[config.mk]
export PLATFORM = sky130hd
export DESIGN_NAME = dual_issue_scheduler
export DESIGN_NICKNAME = d
export VERILOG_FILES = /design/src/rtl/dual_issue_scheduler_pkg.sv /design/src/rtl/issue_hazard_check.sv /design/src/rtl/dual_issue_scheduler.sv
export SDC_FILE = /design/constraint.sdc
export NUM_CORES = 1
export LEC_CHECK = 0
export BUFFER_PORTS_ARGS = -buffer_cell sky130_fd_sc_hd__buf_2
export CAP_MARGIN = 20
export CORE_MARGIN = 10
export CORE_UTILIZATION = 30
export CTS_CLUSTER_SIZE = 8
export DETAILED_ROUTE_END_ITERATION = 10
export RECOVER_POWER = 25
export SLEW_MARGIN = 20
export SYNTH_ARGS = -nofsm -noshare
export SYNTH_HDL_FRONTEND = slang
export SYNTH_SLANG_ARGS = --single-unit
[constraint.sdc]
create_clock -name clock -period 5.11 [get_ports clock]
set_input_delay 1.533 -clock clock [delete_from_list [all_inputs] [get_ports clock]]
set_output_delay 1.533 -clock clock [all_outputs]
set_load 0.03 [all_outputs]
[src/rtl/dual_issue_scheduler_pkg.sv]
// Shared definitions for the 2-wide decode issue scheduler and its hazard checker.
package dual_issue_scheduler_pkg;

   localparam int REG_W_DEF = 5;

   typedef enum logic [1:0] {
      ST_ISSUE   = 2'd0,
      ST_SPLIT   = 2'd1,
      ST_MD_WAIT = 2'd2
   } sched_state_e;

endpackage

[src/rtl/issue_hazard_check.sv]
// Combinational hazard terms for the decoded pair: load-use per slot and the
// pair-blocking condition that forces slot1 to issue a cycle after slot0.
module issue_hazard_check
   import dual_issue_scheduler_pkg::*;
#(
   parameter int REG_W = REG_W_DEF
) (
   input  logic [REG_W-1:0] s0_rs,
   input  logic [REG_W-1:0] s0_rt,
   input  logic [REG_W-1:0] s0_rd,
   input  logic [REG_W-1:0] s1_rs,
   input  logic [REG_W-1:0] s1_rt,
   input  logic [REG_W-1:0] s1_rd,
   input  logic             s0_wr,
   input  logic             s0_mem,
   input  logic             s1_mem,
   input  logic             s0_cf,
   input  logic             s0_md,
   input  logic             s1_md,
   input  logic             ex_ld0,
   input  logic             ex_ld1,
   input  logic [REG_W-1:0] ex_rd0,
   input  logic [REG_W-1:0] ex_rd1,
   output logic             luse0,
   output logic             luse1,
   output logic             pairblk
);

   // Register 0 is hardwired, so a load targeting it never creates a dependency.
   function automatic logic ld_hit(input logic ld, input logic [REG_W-1:0] rd,
                                   input logic [REG_W-1:0] rs, input logic [REG_W-1:0] rt);
      return ld && (rd != '0) && ((rd == rs) || (rd == rt));
   endfunction

   logic pairdep;

   always_comb begin
      luse0   = ld_hit(ex_ld0, ex_rd0, s0_rs, s0_rt) || ld_hit(ex_ld1, ex_rd1, s0_rs, s0_rt);
      luse1   = ld_hit(ex_ld0, ex_rd0, s1_rs, s1_rt) || ld_hit(ex_ld1, ex_rd1, s1_rs, s1_rt);
      pairdep = s0_wr && (s0_rd != '0) &&
                ((s0_rd == s1_rs) || (s0_rd == s1_rt) || (s0_rd == s1_rd));
      pairblk = pairdep || (s0_mem && s1_mem) || (s0_md && s1_md) || s0_cf;
   end

endmodule

[src/rtl/dual_issue_scheduler.sv]
// Decode-stage issue scheduler for the 2-wide pipeline: splits hazardous pairs,
// sequences the shared mult/div unit and counts decode stall cycles.
module dual_issue_scheduler
   import dual_issue_scheduler_pkg::*;
#(
   parameter int REG_W = REG_W_DEF,
   parameter int CNT_W = 32
) (
   input  logic             clock,
   input  logic             reset_n,
   input  logic             dec_valid,
   input  logic [REG_W-1:0] s0_rs,
   input  logic [REG_W-1:0] s0_rt,
   input  logic [REG_W-1:0] s1_rs,
   input  logic [REG_W-1:0] s1_rt,
   input  logic [REG_W-1:0] s0_rd,
   input  logic [REG_W-1:0] s1_rd,
   input  logic             s0_wr,
   input  logic             s1_wr,
   input  logic             s0_mem,
   input  logic             s1_mem,
   input  logic             s0_cf,
   input  logic             s1_cf,
   input  logic             s0_md,
   input  logic             s1_md,
   input  logic             ex_ld0,
   input  logic             ex_ld1,
   input  logic [REG_W-1:0] ex_rd0,
   input  logic [REG_W-1:0] ex_rd1,
   input  logic             md_ready,
   input  logic             flush,
   output logic             bubble0,
   output logic             bubble1,
   output logic             dec_advance,
   output logic             fetch_stall,
   output logic             md_start,
   output logic             md_abort,
   output logic [CNT_W-1:0] stall_cnt
);

   sched_state_e     state_q, state_d;
   logic             pend_q, pend_d;
   logic [CNT_W-1:0] stall_cnt_q, stall_cnt_d;

   logic luse0, luse1, pairblk;
   logic b0_c, b1_c, adv_c, start_c, abort_c;

   // Slot1 writes and slot1 control flow carry no pair hazard on their own.
   logic unused_slot1_flags;
   assign unused_slot1_flags = s1_wr ^ s1_cf;

   issue_hazard_check #(.REG_W(REG_W)) u_hazard (
      .s0_rs   (s0_rs),
      .s0_rt   (s0_rt),
      .s0_rd   (s0_rd),
      .s1_rs   (s1_rs),
      .s1_rt   (s1_rt),
      .s1_rd   (s1_rd),
      .s0_wr   (s0_wr),
      .s0_mem  (s0_mem),
      .s1_mem  (s1_mem),
      .s0_cf   (s0_cf),
      .s0_md   (s0_md),
      .s1_md   (s1_md),
      .ex_ld0  (ex_ld0),
      .ex_ld1  (ex_ld1),
      .ex_rd0  (ex_rd0),
      .ex_rd1  (ex_rd1),
      .luse0   (luse0),
      .luse1   (luse1),
      .pairblk (pairblk)
   );

   // NOTE: every signal assigned here gets a default first, so no path can infer a latch.
   always_comb begin
      state_d = state_q;
      pend_d  = pend_q;
      b0_c    = 1'b1;
      b1_c    = 1'b1;
      adv_c   = 1'b0;
      start_c = 1'b0;
      abort_c = 1'b0;

      if (flush) begin
         adv_c   = 1'b1;
         abort_c = (state_q == ST_MD_WAIT);
         state_d = ST_ISSUE;
         pend_d  = 1'b0;
      end else begin
         unique case (state_q)
            ST_ISSUE: begin
               if (!dec_valid) begin
                  adv_c = 1'b1;
               end else if (luse0) begin
                  state_d = ST_ISSUE;
               end else if (s0_md) begin
                  b0_c    = 1'b0;
                  start_c = 1'b1;
                  pend_d  = 1'b1;
                  state_d = ST_MD_WAIT;
               end else if (pairblk || luse1) begin
                  b0_c    = 1'b0;
                  state_d = ST_SPLIT;
               end else if (s1_md) begin
                  b0_c    = 1'b0;
                  b1_c    = 1'b0;
                  start_c = 1'b1;
                  pend_d  = 1'b0;
                  state_d = ST_MD_WAIT;
               end else begin
                  b0_c  = 1'b0;
                  b1_c  = 1'b0;
                  adv_c = 1'b1;
               end
            end
            ST_SPLIT: begin
               if (!luse1) begin
                  b1_c = 1'b0;
                  if (s1_md) begin
                     start_c = 1'b1;
                     pend_d  = 1'b0;
                     state_d = ST_MD_WAIT;
                  end else begin
                     adv_c   = 1'b1;
                     state_d = ST_ISSUE;
                  end
               end
            end
            ST_MD_WAIT: begin
               // The held slot1 only moves on once the unit reports its result.
               if (md_ready) begin
                  pend_d = 1'b0;
                  if (pend_q) begin
                     state_d = ST_SPLIT;
                  end else begin
                     adv_c   = 1'b1;
                     state_d = ST_ISSUE;
                  end
               end
            end
            default: state_d = ST_ISSUE;
         endcase
      end

      stall_cnt_d = stall_cnt_q;
      if (dec_valid && !adv_c && !flush && (stall_cnt_q != {CNT_W{1'b1}})) begin
         stall_cnt_d = stall_cnt_q + 1'b1;
      end

      // While reset is asserted the decode controllers see a quiet, fully bubbled pipe.
      bubble0     = b0_c    || !reset_n;
      bubble1     = b1_c    || !reset_n;
      dec_advance = adv_c   && reset_n;
      md_start    = start_c && reset_n;
      md_abort    = abort_c && reset_n;
      fetch_stall = !dec_advance;
      stall_cnt   = stall_cnt_q;
   end

   // NOTE: sequential state uses non-blocking assignments so every flop samples pre-edge values.
   always_ff @(posedge clock) begin
      if (!reset_n) begin
         state_q     <= ST_ISSUE;
         pend_q      <= 1'b0;
         stall_cnt_q <= '0;
      end else begin
         state_q     <= state_d;
         pend_q      <= pend_d;
         stall_cnt_q <= stall_cnt_d;
      end
   end

endmodule

* Word-level counts from Yosys, hierarchy flattened
Index checks and enable logic that the tools add are counted.
Storage, ports and cells: logic and storage cells 115, bits in registers 35, bits of input ports 55
Cells by class: bitwise gates (word level) 1, reductions and logical operators 42, multiplexer cells 48, equal/unequal tests 20, add/sub/neg operators 1
Operators with widths (number):
- 5-bit == test | 11
- 1-bit 2-to-1 mux | 35
- 32-bit by 1-bit adder with 32-bit output, second input constant | 1
- 32-bit inequality test, second input constant | 1
- 1-bit logical AND | 16
- 2-bit 2-to-1 mux | 8
- 5-bit nonzero test | 3
- 1-bit logical OR | 14
- 2-bit inequality test, second input constant | 4
- 1-bit one-hot mux with 3 select lines | 2
- 2-bit one-hot mux with 3 select lines | 1
- 6-bit AND reduction | 1
- 5-bit inequality test, second input constant | 1
- 1-bit logical NOT | 4
- 1-bit one-hot mux with 2 select lines | 2
- 4-bit AND reduction | 1
- 3-bit inequality test, second input constant | 1
- 3-bit nonzero test | 1
- 2-bit by 1-bit == test with 1-bit output, second input constant | 1
- 2-bit == test, second input constant | 1
- 2-bit logical NOT | 1
- 2-bit OR reduction | 1
- 1-bit inverter | 1

* Depth between registers and ports, before layout
Gate-level depths: netlist (run 1).
word-level depth 18, depth in mapped cells 12

* Hierarchy
A second synthesis (run 1) with hierarchy kept.
Unflattened totals: cells, all modules 361, area total of the unflattened synthesis 2879.0 µm²
Modules (own cells, without submodules):
- dual_issue_scheduler | cells an instance 264, area an instance 2132.0 µm², seq. area each 700.7 µm², times used 1
- issue_hazard_check | cells an instance 97, area an instance 747.0 µm², seq. area each 0.0 µm², times used 1

* Least setup slack after synthesis (run 1)
No wires, ideal clock.
path type input to output, start point input port ex_rd0[1], end point output port dec_advance, stages on the path 8, buffers on the path 1, data arrival time 3.701 ns, path slack -0.124 ns, cell sequence buf_2 -> or4_1 -> o21ai_2 -> o221ai_2 -> or4_4 -> a21oi_1 -> nand2_1 -> inv_1
Between the ends: longest elaborated chain between the ends 12, elaborated cells on any way between the ends 21, classes of those cells eq/ne: 4; mux: 7; reduce/logical: 10
Ends and longest elaborated chain:
- start: declaration | RTL line dual_issue_scheduler.sv:28 | input logic [REG_W-1:0] ex_rd0,
- 5-bit == test / 5-bit nonzero test (equally long branches) | RTL line issue_hazard_check.sv:32 | return ld && (rd != '0) && ((rd == rs) || (rd == rt));
- 1-bit logical OR / 1-bit logical AND (equally long branches) | RTL line issue_hazard_check.sv:32
- 1-bit logical AND | RTL line issue_hazard_check.sv:32
- 1-bit logical OR | RTL line issue_hazard_check.sv:39 | luse1 = ld_hit(ex_ld0, ex_rd0, s1_rs, s1_rt) || ld_hit(ex_ld1, ex_rd1, s1_rs, s1_rt);
- 1-bit logical OR | RTL line dual_issue_scheduler.sv:101 | end else if (pairblk || luse1) begin
- 1-bit 2-to-1 mux | RTL line dual_issue_scheduler.sv:101
- 1-bit 2-to-1 mux | RTL line dual_issue_scheduler.sv:96 | end else if (s0_md) begin
- 1-bit 2-to-1 mux | RTL line dual_issue_scheduler.sv:94 | end else if (luse0) begin
- 1-bit 2-to-1 mux | RTL line dual_issue_scheduler.sv:92 | if (!dec_valid) begin
- 1-bit one-hot mux with 3 select lines * | RTL line dual_issue_scheduler.sv:90 | unique case (state_q)
- 1-bit 2-to-1 mux * | RTL line dual_issue_scheduler.sv:84 | if (flush) begin
- 1-bit logical AND * | RTL line dual_issue_scheduler.sv:153 | dec_advance = adv_c && reset_n;
- end: declaration | RTL line dual_issue_scheduler.sv:34 | output logic dec_advance,
Mark *: on every way between the ends. The rest lies on a longest branch, timed or not.

* Worst setup path in the final report (run 1)
start point input port ex_rd0[1], end point output port fetch_stall
Between the ends: longest elaborated chain between the ends 13, elaborated cells on any way between the ends 22, classes of those cells eq/ne: 4; mux: 7; reduce/logical: 11
Ends and longest elaborated chain:
- 5-bit == test / 5-bit nonzero test (equally long branches) | RTL line issue_hazard_check.sv:32
- 1-bit logical OR / 1-bit logical AND (equally long branches) | RTL line issue_hazard_check.sv:32
- 1-bit logical AND | RTL line issue_hazard_check.sv:32
- 1-bit logical OR | RTL line issue_hazard_check.sv:39
- 1-bit logical OR | RTL line dual_issue_scheduler.sv:101
- 1-bit 2-to-1 mux | RTL line dual_issue_scheduler.sv:101
- 1-bit 2-to-1 mux | RTL line dual_issue_scheduler.sv:96
- 1-bit 2-to-1 mux | RTL line dual_issue_scheduler.sv:94
- 1-bit 2-to-1 mux | RTL line dual_issue_scheduler.sv:92
- 1-bit one-hot mux with 3 select lines * | RTL line dual_issue_scheduler.sv:90
- 1-bit 2-to-1 mux * | RTL line dual_issue_scheduler.sv:84
- 1-bit logical AND * | RTL line dual_issue_scheduler.sv:153
- 1-bit logical NOT * | RTL line dual_issue_scheduler.sv:156 | fetch_stall = !dec_advance;
- end: declaration | RTL line dual_issue_scheduler.sv:35 | output logic fetch_stall,
Marked as above.

==> results of run 1 <==
-- routing by layer --
layer | up-vias | part of all wire, % | track usage (%)
li1 | 1451 | - | -
met1 | 1335 | 44 | 14.2
met2 | 75 | 48 | 21.4
met3 | 7 | 6.6 | 3.44
met4 | 0 | 1.1 | 3.38
met5 | - | 0 | 0
-- power breakdown --
group | leakage [nW] | total (mW) | switching, mW | internal, mW
clock network | 0.0581 | 0.256 | 0.111 | 0.145
logic | 1.02 | 0.164 | 0.0942 | 0.0701
registers | 0.282 | 0.278 | 0.00304 | 0.275
total | 1.36 | 0.699 | 0.208 | 0.491
-- worst reg2reg max path, cell delays in order (launching register included) --
cell,delay (ns)
dfxtp_1,0.36
ha_1,0.25
and3_1,0.22
and4_1,0.33
a31oi_1,0.42
and2_1,0.23
a22oi_4,0.05
buf_4,0.25
or4b_2,0.65
o21ai_1,0.09
-- repair_timing --
| item | CTS | global route |
|---|---|---|
| pin swaps | 0 | 5 |
| gates resized for setup | 1 | 8 |
| setup buffers | 0 | 2 |
| hold buffers | 0 | 0 |
| endpoints found under the setup margin | 1 | 3 |
-- cells in the final DEF (no fill, tap or decap), types with 5 or more instances in the layout --
master,count
buf_2,72
xor2_1,50
xnor2_1,6
nand3_1,15
nor3_1,13
clkbuf_8,5
dfxtp_1,35
nand2_1,22
o21ai_1,9
a21oi_1,33
clkbuf_1,17
buf_4,14
o21ai_0,22
or3_1,27
nand4_1,7
inv_1,14
and3_1,9
ha_1,5
nor2_1,17
-- how the worst max path moves through the flow --
| stage | start | endpoint | slack, ns | depth (start not counted) |
|---|---|---|---|---|
| 4_1_cts | ex_rd1[0] | dec_advance | 0.007 | 9 |
| 6_report | ex_rd0[1] | fetch_stall | 0.06 | 8 |
| 3_3_place_gp | ex_rd1[0] | dec_advance | -0.01 | 9 |
| 3_5_place_dp | ex_rd1[0] | dec_advance | -0.02 | 9 |
| 2_1_floorplan | ex_rd0[1] | dec_advance | 0.007 | 8 |
| 5_1_grt | ex_rd0[1] | fetch_stall | 0.002 | 8 |
-- area by class of cell --
cell class / count / area [um2] / share of cell area (%)
flip-flops and latches: 35 / 701 / 20.5
inverters: 15 / 56.3 / 1.64
clock buffers: 5 / 68.8 / 2.01
multi-input cells: 287 / 1880 / 54.9
clock inverters: 3 / 43.8 / 1.28
repair buffers: 104 / 541 / 15.8
well taps: 108 / 135 / 3.94
-- per-stage QoR --
stage / area (um2) / hold slack [ns] / TNS (ns)
after floorplan: 2710 / 0.469 / 0
after global placement: 3280 / 0.471 / -0.0113
after detailed placement: 3280 / 0.479 / -0.0194
after CTS: 3400 / 0.490 / 0
after global routing: 3430 / 0.528 / 0
final: 3430 / 0.492 / 0
-- registers in the layout, indices dropped and copies added, names as in the netlist --
name and cells:
pend_q 1, state_q 2, stall_cnt 32
-- cell families after synthesis --
group,after synthesis,share of synthesized area (%)
compound gates,89,19.6
xor+xnor,56,18.1
fa+ha+maj,5,2.31
buf+inv,37,6.05
flops,35,25.9
mux,3,1.11
simple gates,134,27.0
==> flow_metrics.env, run 1 <==
export IMPL_outcome="completed"
export IMPL_overflow=0
export IMPL_die_h_um=115
export IMPL_power_mw=0.699
export IMPL_num_antenna_cells=0
export IMPL_instances_no_fill=557
export IMPL_cts_buffers_inserted=5
export IMPL_cts_tree="built"
export IMPL_ys_flop_type="dfxtp_1"
export IMPL_holdCritPathClass="flop to flop"
export IMPL_grt_max_degree=44
export IMPL_clock_path_buffers=2
export IMPL_synth_edff_count=0
export IMPL_first_pass_iters=4
export IMPL_syn2layout_area_growth_pct=26.4
export IMPL_drt_wirelength_per_cell_um=15.0
export IMPL_drc=0
export IMPL_criticalPathCategory="primary input to primary output"
export IMPL_finalCritPeriodShare_pct=98.9
export IMPL_max_freq_mhz=198
export IMPL_period_needed_ns=5.05
export IMPL_syn_inst=359
export IMPL_avgSynthCellArea_um2=7.55
export IMPL_row_count=34
export IMPL_power_density_mw_per_mm2=204
export IMPL_yosysWarnings=0
export IMPL_grtUsageTotal_pct=12.2
export IMPL_path_buf_inv=2
export IMPL_cts_max_level=2
export IMPL_ys_ff_latch=35
export IMPL_synth_top_area_share_pct=25.9
export IMPL_fin_util_pct=39.1
export IMPL_dp_slack_ns=-0.0194
export IMPL_hpwlAfterDp_mm=6.54
export IMPL_startpoint_type="primary input"
export IMPL_syn_cell_area_mm2=0.00271
export IMPL_antenna_left=0
export IMPL_synthTopCellsByCount="50 x xor2_1, 35 x dfxtp_1, 34 x a21oi_1, 27 x or3_1, 23 x nand2_1"
export IMPL_cp_cell_sequence="buf_2, or4_4, o21ai_4, o221ai_4, or4_4, a21oi_2, nand2_2, buf_2"
export IMPL_clk_pin_slew_ns=0.07
export IMPL_placed_cells=547
export IMPL_grt_pass1_vias=2887
export IMPL_required_ns=3.58
export IMPL_cap_violations=0
export IMPL_dieWidth_um=115
export IMPL_reg2reg_depth=9
export IMPL_synth_seq_area_share_pct=25.9
export IMPL_ys_async_sr_fraction_pct=0
export IMPL_end_kind="primary output"
export IMPL_fill_cells=936
export IMPL_insertion_delay_ns=0.29
export IMPL_setup_ws_ns=0.0556
export IMPL_slowest_delay_ns=0.54
export IMPL_arrival_ns=3.52
export IMPL_synth_most_common_cell="xor2_1"
export IMPL_hold_start="stall_cnt[28]"
export IMPL_clock_sinks=35
export IMPL_min_to="stall_cnt[28]"
export IMPL_final_nets=508
export IMPL_clock_tree_root_cell="clkbuf_8"
export IMPL_route_vias_total=2868
export IMPL_r2r_start="stall_cnt[0]"
export IMPL_cp_top_family="simple AND/OR/NAND/NOR gates"
export IMPL_timing_final_hold_violations=0
export IMPL_slew_viol_final=0
export IMPL_synthTopCellsByArea="dfxtp_1 26%, xor2_1 16%, a21oi_1 6.3%, or3_1 6.2%, o21ai_0 4.1%"
export IMPL_ios=93
export IMPL_r2r_end="stall_cnt[5]"
export IMPL_rrSetupSlack_ns=2.19
export IMPL_maxSlewHeadroom_pct=55.5
export IMPL_setup_viol=0
export IMPL_leakage_nw=1.36
export IMPL_synth_nets=419
export IMPL_gp_congestion=0.862
export IMPL_core_area_mm2=0.00876
export IMPL_drive_gt1_share_pct=24.1
export IMPL_rsz0062_at_grt="no"
export IMPL_grt_pass1_wl_mm=13.6
export IMPL_slowest_stage="or4_4"
export IMPL_skew_ns=0.00997
export IMPL_hold_depth=2
export IMPL_synth_cell_types=42
export IMPL_irDropWorstVdd_uv=104
export IMPL_dieArea_mm2=0.0132
export IMPL_wl_mm=8.38
export IMPL_start_util_pct=30.9
export IMPL_detail_route_iter0_violations=96
export IMPL_port_buffers=90
export IMPL_viasPerCell=5.15
export IMPL_antenna_found_initial=1
export IMPL_path_max_fanout=5
export IMPL_yosys_area_top_type="dfxtp_1"
export IMPL_tightestPinTransition_ns=0.667
Note: power is estimated with default switching activity, not from simulation.
==> run 2, diff against run 1 <==
--- a/config.mk
+++ b/config.mk
@@ -8,10 +8,12 @@
 export BUFFER_PORTS_ARGS = -buffer_cell sky130_fd_sc_hd__buf_2
 export CAP_MARGIN = 20
 export CORE_MARGIN = 10
-export CORE_UTILIZATION = 30
+export CORE_UTILIZATION = 51
 export CTS_CLUSTER_SIZE = 8
 export DETAILED_ROUTE_END_ITERATION = 10
+export PLACE_DENSITY = 0.81
 export RECOVER_POWER = 25
+export SETUP_SLACK_MARGIN = 0.2
 export SLEW_MARGIN = 20
 export SYNTH_ARGS = -nofsm -noshare
 export SYNTH_HDL_FRONTEND = slang
==> constraint.sdc (replaced) <==
create_clock -name clock -period 4.7 [get_ports clock]
set_input_delay 1.41 -clock clock [delete_from_list [all_inputs] [get_ports clock]]
set_output_delay 1.41 -clock clock [all_outputs]
set_load 0.03 [all_outputs]
==> flow_metrics.env, run 2 (synthesis gave the netlist of run 1 again) <==
export IMPL_outcome="finished with violations"
export IMPL_violations="negative setup slack"
export IMPL_rsz0062_at_grt="yes"
export IMPL_p_switching_mw=0.228
export IMPL_cp_cell_sequence="buf_6, or4_4, o21ai_4, o221ai_2, or4_4, a21oi_4, nand2_4, clkinv_4, buf_6"
export IMPL_viasPerCell=5.59
export IMPL_clock_path_buffers=2
export IMPL_skew_ns=0.00610
export IMPL_fin_util_pct=68.5
export IMPL_max_freq_mhz=213
export IMPL_final_common_cell="buf_2"
export IMPL_detail_route_iter0_violations=138
export IMPL_grt_pass1_vias=2965
export IMPL_slew_viol_final=0
export IMPL_hpwlAfterDp_mm=6.35
export IMPL_antenna_left=0
export IMPL_finalCritPeriodShare_pct=100
export IMPL_holdCritPathClass="flop to flop"
export IMPL_hold_depth=2
export IMPL_dieWidth_um=92.9
export IMPL_overflow=0
export IMPL_cts_tree="built"
export IMPL_slowest_stage="or4_4"
export IMPL_clkPwrFrac_pct=30.3
export IMPL_cts_max_level=2
export IMPL_drc=0
export IMPL_setup_viol=1
export IMPL_startpoint_type="primary input"
export IMPL_crit_start="ex_rd0[2]"
export IMPL_layout_common_cells="65 x buf_2, 50 x xor2_1, 35 x dfxtp_1, 32 x a21oi_1"
export IMPL_num_antenna_cells=0
export IMPL_grtUsageTotal_pct=18.2
export IMPL_seqPwrFrac_pct=41.9
export IMPL_clk_pin_slew_ns=0.07
export IMPL_netSwitchingFraction_pct=31.5
export IMPL_power_mw=0.722
export IMPL_setup_ws_ns=-0.00106
export IMPL_p_comb_share_pct=27.8
export IMPL_tightestPinTransition_ns=0.623
export IMPL_largest_reg_flops=32
export IMPL_timing_final_hold_violations=0
export IMPL_insertion_delay_ns=0.29
export IMPL_tns_ns=-0.00106
export IMPL_internal_power_mw=0.495
export IMPL_final_nets=520
export IMPL_period_needed_ns=4.70
export IMPL_first_pass_iters=4
export IMPL_fill_cells=454
export IMPL_arrival_ns=3.29
export IMPL_drive_gt1_share_pct=26.7
export IMPL_route_vias_total=2969
export IMPL_leakage_nw=1.42
export IMPL_power_density_mw_per_mm2=205
export IMPL_clock_tree_root_cell="clkbuf_8"
export IMPL_antenna_found_initial=0
export IMPL_wl_mm=8.04
export IMPL_start_util_pct=52.7
export IMPL_end_kind="primary output"
export IMPL_finalInstanceArea_mm2=0.00352
export IMPL_cts_buffers_inserted=5
export IMPL_criticalPathCategory="primary input to primary output"
export IMPL_port_buffers=90
export IMPL_hold_start="stall_cnt[4]"
export IMPL_ios=93
export IMPL_grt_max_degree=31
export IMPL_die_h_um=92.9
export IMPL_r2r_start="stall_cnt[0]"
export IMPL_slowest_delay_ns=0.55
export IMPL_syn2layout_area_growth_pct=30.0
export IMPL_reg2reg_depth=9
export IMPL_drt_wirelength_per_cell_um=15.1
export IMPL_irDropWorstVdd_uv=147
export IMPL_grt_pass1_wl_mm=13.5
export IMPL_required_ns=3.29
export IMPL_gp_congestion=0.841
export IMPL_dieArea_mm2=0.00863
export IMPL_path_max_fanout=2
export IMPL_hold_buffers=0
export IMPL_core_area_mm2=0.00514
export IMPL_placed_cell_area_mm2=0.00335
export IMPL_row_count=26
export IMPL_cap_violations=0
export IMPL_dp_slack_ns=-0.125
export IMPL_clock_sinks=35
export IMPL_maxSlewHeadroom_pct=58.4
==> run 2: worst max-delay path: cells and delay by family <==
family,cells,cell delay (ns)
buffers and inverters,3,0.25
and+or+nand+nor,3,1.15
AOI/OAI and AO/OA,3,0.47
==> run 2: per-stage QoR <==
stage / hold slack [ns] / std cells
after floorplan: 0.469 / 359
after global placement: 0.471 / 519
after detailed placement: 0.477 / 519
after CTS: 0.487 / 530
after global routing: 0.527 / 531
final: 0.497 / 531
==> run 2: worst paths after layout <==
| check | to | slack [ns] |
|---|---|---|
| worst min-delay path | stall_cnt[4] | 0.50 |
| worst max-delay path | dec_advance | -0.001 |
| worst max register to register | stall_cnt[5] | 1.76 |
| worst min register to register | stall_cnt[4] | 0.50 |
==> run 2: final cells by class <==
| class | instances | area [um2] | area share (%) |
|---|---|---|---|
| Clock buffer | 6 | 72.6 | 2.06 |
| Clock inverter | 2 | 12.5 | 0.355 |
| Inverter | 15 | 61.3 | 1.74 |
| Timing Repair Buffer | 116 | 671 | 19.0 |
| Sequential cell | 35 | 701 | 19.9 |
| Multi-Input combinational cell | 287 | 1920 | 54.4 |
| Tap cell | 70 | 87.6 | 2.49 |
==> run 2: routing by layer <==
| layer | track usage [%] | up-vias | part of all wire [%] |
|---|---|---|---|
| li1 | - | 1476 | - |
| met1 | 21.7 | 1402 | 43 |
| met2 | 31.3 | 86 | 49 |
| met3 | 5.57 | 5 | 6.9 |
| met4 | 3.86 | 0 | 0.76 |
| met5 | 0 | - | 0 |
==> run 2: what timing repair did <==
action | 4_1_cts | 5_1_grt
buffers inserted | 3 | 1
resized for setup | 15 | 6
setup endpoints to repair | 4 | 5
endpoints found under the hold margin | 0 | 0
pin swaps | 9 | 4
==> run 2: power by group through the flow <==
stage | sequential (mW) | combinational (mW) | clock (mW)
floorplan | 0.312 | 0.116 | 0
global placement | 0.309 | 0.179 | 0
detailed placement | 0.309 | 0.184 | 0
CTS | 0.302 | 0.196 | 0.224
global route | 0.303 | 0.219 | 0.234
finish | 0.303 | 0.201 | 0.219
==> run 3, diff against run 2 <==
--- a/config.mk
+++ b/config.mk
@@ -5,7 +5,7 @@
 export SDC_FILE = /design/constraint.sdc
 export NUM_CORES = 1
 export LEC_CHECK = 0
-export BUFFER_PORTS_ARGS = -buffer_cell sky130_fd_sc_hd__buf_2
+export BUFFER_PORTS_ARGS = -buffer_cell sky130_fd_sc_hd__buf_4
 export CAP_MARGIN = 20
 export CORE_MARGIN = 10
 export CORE_UTILIZATION = 51
==> flow_metrics.env, run 3 (synthesis gave the netlist of run 1 again) <==
export IMPL_outcome="finished with violations"
export IMPL_violations="negative setup slack"
export IMPL_maxSlewHeadroom_pct=59.3
export IMPL_antenna_found_initial=0
export IMPL_core_area_mm2=0.00514
export IMPL_fill_cells=455
export IMPL_hold_buffers=0
export IMPL_skew_ns=0.0124
export IMPL_finalInstanceArea_mm2=0.00368
export IMPL_route_vias_total=2988
export IMPL_cts_tree="built"
export IMPL_cp_cell_sequence="buf_6, or4_4, o21ai_4, o221ai_2, or4_4, a21oi_4, nand2_4, clkinv_4, buf_6"
export IMPL_arrival_ns=3.30
export IMPL_max_freq_mhz=212
export IMPL_hold_depth=2
export IMPL_setup_viol=1
export IMPL_slowest_delay_ns=0.55
export IMPL_rsz0062_at_grt="yes"
export IMPL_startpoint_type="primary input"
export IMPL_clock_sinks=35
export IMPL_syn2layout_area_growth_pct=35.9
export IMPL_clock_tree_root_cell="clkbuf_8"
export IMPL_leakage_nw=1.46
export IMPL_drive_gt1_share_pct=26.9
export IMPL_rrSetupSlack_ns=1.85
export IMPL_final_common_cell="buf_4"
export IMPL_tns_ns=-0.00764
export IMPL_reg2reg_depth=8
export IMPL_end_kind="primary output"
export IMPL_finalCritPeriodShare_pct=100
export IMPL_drt_wirelength_per_cell_um=15.8
export IMPL_cts_buffers_inserted=5
export IMPL_overflow=0
export IMPL_seqCellArea_um2=701
export IMPL_placed_cell_area_mm2=0.00355
export IMPL_cap_violations=0
export IMPL_slew_viol_final=0
export IMPL_path_max_fanout=2
export IMPL_dp_slack_ns=-0.0733
export IMPL_path_buf_inv=3
export IMPL_instances_no_fill=527
export IMPL_r2r_start="stall_cnt[0]"
export IMPL_wl_mm=8.32
export IMPL_final_nets=517
export IMPL_hpwlAfterDp_mm=6.36
export IMPL_die_h_um=92.9
export IMPL_dieWidth_um=92.9
export IMPL_r2r_end="stall_cnt[27]"
export IMPL_holdCritPathClass="flop to flop"
export IMPL_viasPerCell=5.67
export IMPL_setup_ws_ns=-0.00764
export IMPL_num_antenna_cells=0
export IMPL_grtUsageTotal_pct=18.7
export IMPL_gp_congestion=0.876
export IMPL_row_count=26
export IMPL_clock_path_buffers=2
export IMPL_drc=0
export IMPL_port_buffers=90
export IMPL_dieArea_mm2=0.00863
export IMPL_largest_reg_flops=32
export IMPL_placed_cells=516
export IMPL_power_density_mw_per_mm2=201
export IMPL_criticalPathCategory="primary input to primary output"
export IMPL_detail_route_iter0_violations=124
export IMPL_min_to="stall_cnt[28]"
export IMPL_required_ns=3.29
export IMPL_irDropWorstVdd_uv=138
export IMPL_tightestPinTransition_ns=0.611
export IMPL_slowest_stage="or4_4"
export IMPL_cts_max_level=2
export IMPL_layout_common_cells="89 x buf_4, 49 x xor2_1, 35 x dfxtp_1, 32 x a21oi_1, 27 x or3_1"
export IMPL_cp_top_family="simple AND/OR/NAND/NOR gates"
export IMPL_grt_max_degree=31
export IMPL_antenna_left=0
export IMPL_grt_pass1_wl_mm=13.7
export IMPL_ios=93
export IMPL_period_needed_ns=4.71
export IMPL_clk_pin_slew_ns=0.08
export IMPL_first_pass_iters=4
export IMPL_multi_input_area_mm2=0.00194
export IMPL_hold_start="stall_cnt[28]"
export IMPL_insertion_delay_ns=0.29
export IMPL_start_util_pct=52.7
export IMPL_grt_pass1_vias=3011
export IMPL_timing_final_hold_violations=0
run 3: area by class of cell:
| class | instances | share of cell area [%] |
|---|---|---|
| multi-input cells | 287 | 52.5 |
| repair buffers | 113 | 22.0 |
| flip-flops and latches | 35 | 19.0 |
| well taps | 70 | 2.38 |
| clock buffers | 6 | 2.24 |
| inverters | 15 | 1.66 |
| clock inverters | 1 | 0.136 |
run 3: worst max path at each step:
stage	start	end	slack, ns	depth (start not counted)
floorplan	ex_rd0[1]	dec_advance	-0.02	8
global placement	ex_rd0[1]	dec_advance	-0.07	9
detailed placement	ex_rd0[1]	dec_advance	-0.07	9
CTS	ex_rd0[1]	dec_advance	-0.02	9
global route	ex_rd0[1]	dec_advance	-0.05	9
finish	ex_rd0[1]	dec_advance	-0.008	9
run 3: metal layers:
metal / wire [um] / vias to the layer above / GRT usage [%]
li1: - / 1471 / -
met1: 3510 / 1392 / 21.7
met2: 4110 / 112 / 32.4
met3: 541 / 13 / 5.25
met4: 155 / 0 / 5.91
met5: 0 / - / 0
run 3: power by group:
part	switching (mW)	internal [mW]	leakage, nW
Clock	0.108	0.115	0.0470
Combinational	0.112	0.102	1.13
Sequential	0.00358	0.299	0.282
run 3: tightest hold or removal path, stage by stage, from the launching register on:
cell and delay [ns]:
dfxtp_1 0.34, nand2_1 0.06, mux2i_1 0.05
run 3: repair_timing:
action | in CTS | in global routing
pin swaps | 4 | 3
endpoints found under the setup margin | 4 | 5
resized for setup | 13 | 5
setup buffers | 4 | 0
run 3: stage by stage:
| step | hold slack [ns] | power (mW) | util [%] |
|---|---|---|---|
| after global routing | 0.535 | 0.772 | 71.7 |
| after floorplan | 0.469 | 0.428 | - |
| after detailed placement | 0.488 | 0.507 | 69.1 |
| after CTS | 0.497 | 0.740 | 72.5 |
| final | 0.494 | 0.739 | 71.7 |
| after global placement | 0.474 | 0.502 | 69.1 |
